===== src/rtl/fma_cpa_pipe_pkg.sv =====
// Shared FMA datapath sizing: operand width from significand width, LZC width, default split.
// Pure definitions; no logic, no latency, no flow control.
// Imported by the CPA pipe and the sign-bit counter.
package fma_cpa_pipe_pkg;

    localparam int SIG_WIDTH_DEF = 23;
    localparam int TAG_W_DEF     = 4;
    localparam int SPLIT_DEF     = 26;

    // Redundant product width: two (SIG_WIDTH+1)-bit significands plus guard/sign bits.
    function automatic int fma_w(input int sig_width);
        return 2 * (sig_width + 1) + 3;
    endfunction

    localparam int W_DEF     = fma_w(SIG_WIDTH_DEF);
    localparam int LZC_W_DEF = $clog2(W_DEF);

endpackage


===== src/rtl/fma_sign_lzc.sv =====
// Redundant-sign-bit counter: bits below the MSB that equal the MSB, stopping at the first mismatch.
// Latency: combinational.
// Backpressure: none; pure function of din.
module fma_sign_lzc
    import fma_cpa_pipe_pkg::*;
#(
    parameter int W     = W_DEF,
    parameter int LZC_W = LZC_W_DEF
) (
    input  logic [W-1:0]     din,
    output logic [LZC_W-1:0] cnt
);

    logic stop;

    always_comb begin
        cnt  = '0;
        stop = 1'b0;
        for (int i = W - 2; i >= 0; i--) begin
            if (!stop && (din[i] == din[W-1])) begin
                cnt = cnt + LZC_W'(1);
            end else begin
                stop = 1'b1;
            end
        end
    end

endmodule


===== src/rtl/fma_cpa_pipe.sv =====
// Resolves the compressor's redundant sum/carry into a binary product plus redundant-sign-bit count.
// Latency: 2 cycles (low SPLIT bits in stage 1, high bits and count in stage 2).
// Backpressure: valid/ready per stage, no skid; full throughput, output held while stalled.
module fma_cpa_pipe
    import fma_cpa_pipe_pkg::*;
#(
    parameter int  SIG_WIDTH = SIG_WIDTH_DEF,
    parameter int  SPLIT     = SPLIT_DEF,
    parameter int  TAG_W     = TAG_W_DEF,
    localparam int W         = fma_w(SIG_WIDTH),
    localparam int LZC_W     = $clog2(W)
) (
    input  logic             clk,
    input  logic             rst_n,
    input  logic             flush,
    input  logic             in_valid,
    output logic             in_ready,
    input  logic [W-1:0]     in_sum,
    input  logic [W-1:0]     in_carry,
    input  logic [TAG_W-1:0] in_tag,
    output logic             out_valid,
    input  logic             out_ready,
    output logic [W-1:0]     out_result,
    output logic [LZC_W-1:0] out_lzc,
    output logic [TAG_W-1:0] out_tag
);

    localparam int HW = W - SPLIT;

    logic             s1_valid;
    logic [SPLIT-1:0] s1_lo;
    logic             s1_c_lo;
    logic [HW-1:0]    s1_sum_hi;
    logic [HW-1:0]    s1_carry_hi;
    logic [TAG_W-1:0] s1_tag;

    logic [W-1:0]     r_result;
    logic [LZC_W-1:0] r_lzc;
    logic [TAG_W-1:0] r_tag;

    logic             s2_ready;
    logic             s1_fire;
    logic             s2_fire;
    logic [SPLIT:0]   lo_full;
    logic [HW-1:0]    hi;
    logic [W-1:0]     s2_result;
    logic [LZC_W-1:0] s2_lzc;

    assign s2_ready = !out_valid || out_ready;
    assign in_ready = !s1_valid || s2_ready;
    assign s1_fire  = in_valid && in_ready;
    assign s2_fire  = s1_valid && s2_ready;

    assign lo_full   = {1'b0, in_sum[SPLIT-1:0]} + {1'b0, in_carry[SPLIT-1:0]};
    assign hi        = s1_sum_hi + s1_carry_hi + HW'(s1_c_lo);
    assign s2_result = {hi, s1_lo};

    fma_sign_lzc #(
        .W     (W),
        .LZC_W (LZC_W)
    ) u_sign_lzc (
        .din (s2_result),
        .cnt (s2_lzc)
    );

    always_ff @(posedge clk or negedge rst_n) begin
        if (!rst_n) begin
            s1_valid    <= 1'b0;
            s1_lo       <= '0;
            s1_c_lo     <= 1'b0;
            s1_sum_hi   <= '0;
            s1_carry_hi <= '0;
            s1_tag      <= '0;
        end else begin
            if (flush) begin
                s1_valid <= 1'b0;
            end else if (s1_fire) begin
                s1_valid <= 1'b1;
            end else if (s2_fire) begin
                s1_valid <= 1'b0;
            end
            if (s1_fire && !flush) begin
                s1_lo       <= lo_full[SPLIT-1:0];
                s1_c_lo     <= lo_full[SPLIT];
                s1_sum_hi   <= in_sum[W-1:SPLIT];
                s1_carry_hi <= in_carry[W-1:SPLIT];
                s1_tag      <= in_tag;
            end
        end
    end

    always_ff @(posedge clk or negedge rst_n) begin
        if (!rst_n) begin
            out_valid <= 1'b0;
            r_result  <= '0;
            r_lzc     <= '0;
            r_tag     <= '0;
        end else begin
            if (flush) begin
                out_valid <= 1'b0;
            end else if (s2_fire) begin
                out_valid <= 1'b1;
            end else if (out_ready) begin
                out_valid <= 1'b0;
            end
            if (s2_fire && !flush) begin
                r_result <= s2_result;
                r_lzc    <= s2_lzc;
                r_tag    <= s1_tag;
            end
        end
    end

    // Stale data after a flush stays hidden behind out_valid.
    assign out_result = out_valid ? r_result : '0;
    assign out_lzc    = out_valid ? r_lzc    : '0;
    assign out_tag    = out_valid ? r_tag    : '0;

endmodule


===== config.mk =====
export PLATFORM = sky130hd
export DESIGN_NAME = fma_cpa_pipe
export DESIGN_NICKNAME = d
export VERILOG_FILES = /design/src/rtl/fma_cpa_pipe_pkg.sv /design/src/rtl/fma_sign_lzc.sv /design/src/rtl/fma_cpa_pipe.sv
export SDC_FILE = /design/constraint.sdc
export NUM_CORES = 1
export LEC_CHECK = 0
export CAP_MARGIN = 10
export CORE_AREA = 5 5 259 261
export DETAILED_ROUTE_END_ITERATION = 6
export DIE_AREA = 0 0 264 266
export GPL_TIMING_DRIVEN = 0
export PLACE_DENSITY = 0.48
export SYNTH_ARGS = -nofsm -noshare
export SYNTH_HDL_FRONTEND = slang
export SYNTH_SLANG_ARGS = --single-unit

===== constraint.sdc =====
create_clock -name clk -period 33 [get_ports clk]
set_input_delay 3.3 -clock clk [delete_from_list [all_inputs] [get_ports clk]]
set_output_delay 3.3 -clock clk [all_outputs]
set_load 0.05 [all_outputs]

======== After elaboration in Yosys (flattened, before gate mapping) ========
Cells that the tools add are included.
storage, ports and cells
  register bits after elaboration ......... 144
  input bits .............................. 111
cells by class
  add/sub/neg operators ................... 52
  equality and inequality tests ........... 50
  muxes and demuxes ....................... 108
  reduce and logical (&&, ||, !) cells .... 108
operators by type and width
  operator                                     count
  2-to-1 mux 6 bit                             50
  adder 6 x 1 -> 6 bit, second input constant  49
  2-to-1 mux 1 bit                             56
  logical AND 1 bit                            53
  zero test 1 bit                              51
  2-to-1 mux 51 bit                            1
  == test 1 bit                                50
  adder 26 x 26 -> 27 bit                      1
  adder 25 x 1 -> 25 bit                       1
  adder 25 bit                                 1
  nonzero test 3 bit                           2
  2-to-1 mux 4 bit                             1
  logical OR 1 bit                             2

======== Depth between registers and ports, before layout ========
  word-level depth ........................ 149
  gate-level depth with buffers ........... 149
  mapped depth without buffers ............ 144

======== Cells and area by module ========
Synthesis repeated with hierarchy kept, for this count alone.
second synthesis, totals
  cell total of the unflattened synthesis .. 2228
  area total of the unflattened synthesis .. 16423.3 um^2
by module, submodules not included
  module        times used  cells each  area each (um^2)  seq. area each (um^2)
  fma_cpa_pipe  1           1049        8669.6            3603.5
  fma_sign_lzc  1           1179        7753.7            0.0

======== Worst setup path before layout ========
OpenSTA, ideal clock, no wires.
  path kind ............................... register to register
  start ................................... register s1_c_lo
  end ..................................... register r_lzc[5]
  library setup time ...................... 0.128 ns
  arrival time ............................ 26.171 ns
  path slack .............................. 6.701 ns
  cell stages (with the launch flop) ...... 150
  buffers on the path ..................... 6
  clock period less this slack ............ 26.299 ns
  cells stage by stage .................... dfrtp_1 -> fa_1 -> fa_1 -> a211oi_4 -> o211ai_2 -> nand3_1 -> o221ai_1 -> o211ai_2 -> buf_6 -> buf_2 -> buf_2 -> clkbuf_1 -> clkbuf_1 -> clkbuf_1 -> o21ai_0 -> o22ai_1 -> ha_1 -> nor2_1 -> (+114 left out) -> inv_1 -> nor2_1 -> a21oi_1 -> mux2i_1 -> ha_1 -> nand2_1 -> nand2_1 -> ha_1 -> nand2b_1 -> nand2_1 -> a21o_1 -> mux2i_1 -> nor2_1 -> xnor2_1 -> xor2_1 -> nand3_1 -> xor3_1 -> mux2_1
on the way
  longest elaborated chain between the ends .. 148
  elaborated cells on any way between the ends .. 296
  those cells by class .................... 50 x add/sub; 50 x eq/ne; 99 x mux; 97 x reduce/logical
RTL lines
  element                                                         line                 source
  start, declared                                                 fma_cpa_pipe.sv:32   logic s1_c_lo;
  start signal, assigned                                          fma_cpa_pipe.sv:84   s1_c_lo <= lo_full[SPLIT];
  adder 25 x 1 -> 25 bit (*)                                      fma_cpa_pipe.sv:55   assign hi = s1_sum_hi + s1_carry_hi + HW'(s1_c_lo);
  branches (longest 146 deep; another with adder 6 x 1 -> 6 bit)  -
  2-to-1 mux 6 bit (*)                                            fma_sign_lzc.sv:20   if (!stop && (din[i] == din[W-1])) begin
  end signal, assigned                                            fma_cpa_pipe.sv:108  r_lzc <= s2_lzc;
  end, declared                                                   fma_cpa_pipe.sv:38   logic [LZC_W-1:0] r_lzc;
Every way passes the cells marked *.
A chain may end at the register's enable or synchronous reset.

======== Final worst setup path ========
Ends and elaborated chain as after synthesis.

==> impl_metrics.env <==
export IMPL_outcome="finished clean"
export IMPL_grt_pass1_wl_um=84300
export IMPL_worst_pin_slew_ns=1.20
export IMPL_rrSetupSlack_ns=2.60
export IMPL_antenna_left=0
export IMPL_p_total_uw=1380
export IMPL_clkTransAtPathRegs_ns=0.07
export IMPL_synth_edf_count=0
export IMPL_yosysSeqAreaShare_pct=22.7
export IMPL_crit_arrival_ns=30.76
export IMPL_synth_ff_type="dfrtp_1"
export IMPL_die_x_um=264
export IMPL_drc=0
export IMPL_clk_latency_ns=0.48
export IMPL_power_density_nw_per_um2=71.1
export IMPL_firstDrtPassIters=7
export IMPL_post_dp_hpwl_um=43900
export IMPL_crit_required_ns=33.37
export IMPL_rr_startpoint="s1_c_lo"
export IMPL_final_setup_tns_ns=0
export IMPL_power_leakage_uw=0.00807
export IMPL_grt_usage_pct=15.0
export IMPL_routedWlPerCell_um=17.5
export IMPL_syn_nets=2242
export IMPL_start_util_pct=24.7
export IMPL_cts_tree="built"
export IMPL_ys_warn_count=0
export IMPL_final_hold_viol_count=0
export IMPL_cpPeakStageDelay_ns=0.55
export IMPL_seq_area_um2=3600
export IMPL_finalSetupViolations=0
export IMPL_first_global_vias=14900
export IMPL_fmax_mhz=32.9
export IMPL_peakVddDrop_mv=0.0314
export IMPL_synth_seq_cells=144
export IMPL_io_buffers=173
export IMPL_synthArstFlopShare_pct=100
export IMPL_crit_buf_inv=9
export IMPL_placed_area_um2=18700
export IMPL_rows=93
export IMPL_design_area_um2=19400
export IMPL_fin_skew_ns=0.00975
export IMPL_syn_to_final_growth_pct=22.0
export IMPL_cts_root_buf="clkbuf_16"
export IMPL_crit_top_cell="ha_1"
export IMPL_p_comb_share_pct=66.3
export IMPL_antenna_found_initial=5
export IMPL_relSlewSlack_pct=18.1
export IMPL_pwr_share_seq_pct=17.8
export IMPL_swShare_pct=49.2
export IMPL_hp_start="r_result[38]"
export IMPL_gp_congestion=0.880
export IMPL_min_path_cells=2
export IMPL_cp_slowest_cell="fa_1"
export IMPL_finalCritPeriodShare_pct=92.1
export IMPL_fillers=6955
export IMPL_r2r_end="r_lzc[5]"
export IMPL_crit_type="reg -> reg"
export IMPL_hold_path_end="r_result[38]"
export IMPL_clockBufferDepth=2
export IMPL_ios=174
export IMPL_synth_area_um2=15900
export IMPL_layout_nets=2435
export IMPL_core_um2=64200
export IMPL_maxCapViolations=0
export IMPL_period_minus_slack_ns=30.40
export IMPL_syn_instance_count=2032
export IMPL_cp_start_kind="flop"
export IMPL_rsz0062_at_grt="false"
export IMPL_clockPowerShare_pct=15.9
export IMPL_synth_cell_types=97
export IMPL_grt_overflow=0
export IMPL_hp_class="reg -> reg"
export IMPL_crit_path_max_fanout=19
export IMPL_critPathCaptureType="flop"
export IMPL_numCtsBuffers=17
export IMPL_maxSlewViolCount=0
export IMPL_vias=15400
export IMPL_avgViaCountPerCell=4.99
export IMPL_drt_first_iter_violations=1045
export IMPL_cts_htree_levels=4
export IMPL_drive_above_1_share_pct=7.64
export IMPL_grt_max_degree=87
export IMPL_power_switching_uw=679
export IMPL_die_area_um2=70200
export IMPL_dp_cells=3061
export IMPL_synth_avg_cell_area_um2=7.82
export IMPL_multi_input_area_um2=11600
export IMPL_stdcell_count=3094
export IMPL_intPower_uw=700
export IMPL_die_y_um=266
export IMPL_rr_worst_depth=148
export IMPL_crit_family="adder cells"
export IMPL_wirelength_um=54100
export IMPL_cts_sinks=144
worst max-delay path by stage:
stage                 startpoint        to  slack (ns)  depth (start not counted)
CTS                 s1_sum_hi[0]  r_lzc[5]        1.42                        147
finish                   s1_c_lo  r_lzc[5]        2.60                        148
floorplan                s1_c_lo  r_lzc[5]        6.70                        149
global route        s1_sum_hi[0]  r_lzc[5]        0.18                        148
detailed placement  s1_sum_hi[0]  r_lzc[5]        1.58                        147
global placement    s1_sum_hi[0]  r_lzc[5]        2.01                        147
area by class of cell:
type | count | share of cell area (%)
diodes | 2 | 0.0258
clock buffers | 22 | 2.50
multi-input cells | 1719 | 59.9
inverters | 74 | 1.43
well taps | 855 | 5.52
repair buffers | 175 | 9.12
clock inverters | 9 | 0.800
plain buffers | 94 | 2.11
flip-flops and latches | 144 | 18.6
worst register-to-register path: cells and delay by family, from the launching register on:
family	cells	cell delay [ns]
flops	1	0.40
simple gates	44	4.55
fa+ha+maj	37	11.85
mux	9	1.84
xor+xnor	3	0.65
compound gates	46	8.87
buf+inv	9	2.14
through the flow:
| stage | setup WS (ns) | hold slack, ns | util, % |
|---|---|---|---|
| detailed placement | 1.58 | 0.456 | 29.2 |
| CTS | 1.42 | 0.473 | 30.1 |
| floorplan | 6.70 | 0.433 | - |
| global placement | 2.01 | 0.452 | 29.1 |
| global route | 0.184 | 0.494 | 30.2 |
| finish | 2.60 | 0.467 | 30.2 |
power groups by stage:
stage	Combinational, µW	Clock, µW	Sequential (µW)
after detailed placement	898	0	249
after global placement	884	0	249
after global routing	1020	232	251
after CTS	904	227	246
final	915	219	246
after floorplan	672	0	237
routing by layer:
metal  up-vias  track usage [%]  wire (µm)
met2       328             24.0      24300
met4         2             3.51        694
met1      7423             20.8      26300
met3        40             3.32       2750
li1       7649                -          -
met5         -                0         20
registers in the layout (all words and copies together), names as in the netlist:
register / flops
s1_lo: 26
s1_sum_hi: 25
s1_c_lo: 1
s1_carry_hi: 25
r_lzc: 6
r_tag: 4
r_result: 51
s1_valid: 1
s1_tag: 4
out_valid: 1
Yosys cell counts, types with 65 or more instances:
cell      number  area share [%]
and2_1        82             3.2
nand2_1      324             7.7
dfrtp_1      144              23
nor2_1       149             3.5
inv_1         74             1.7
ha_1          96             7.6
xnor2_1       96             5.3
nand3_1       74             2.3
a21oi_1      123             3.9
o21ai_0      133             4.2
clkbuf_1      70             1.7
mux2_2        65             4.6
cells by family after synthesis:
| kind of cell | share of synthesized area (%) |
|---|---|
| AOI/OAI and AO/OA | 19.8 |
| xor gates and xnor gates | 11.5 |
| adders and majority gates | 8.12 |
| buffers and inverters | 4.31 |
| DFF | 22.7 |
| muxes | 7.64 |
| and+or+nand+nor | 25.9 |
repair_timing:
| item | CTS | global route |
|---|---|---|
| hold buffers | 0 | 0 |
| resized for setup | 0 | 10 |
| setup buffers | 0 | 1 |
| endpoints found under the setup margin | 0 | 5 |
cell usage in the layout (no fill, tap or decap), types with 13 or more instances in the layout:
cell               n
xnor2_1           96
nand3_1           74
a31oi_1           19
nor3_1            45
nor2b_1           20
nand2_1          324
a21oi_1          123
and2_1            82
clkbuf_1          68
and3_1            32
or3_1             13
ha_1              96
a21o_1            24
clkbuf_16         17
mux2i_1           39
o21a_1            18
nand4_1           22
mux2_2            65
inv_1             74
o21ai_0          133
dfrtp_1          144
a22oi_1           15
nor2_1           149
xor2_1            47
clkdlybuf4s50_1  172
nor4_1            17
buf_2             15
o22ai_1           14
nand2b_1          18
o31ai_1           15
No activity file was read; power rests on OpenSTA's default activity.
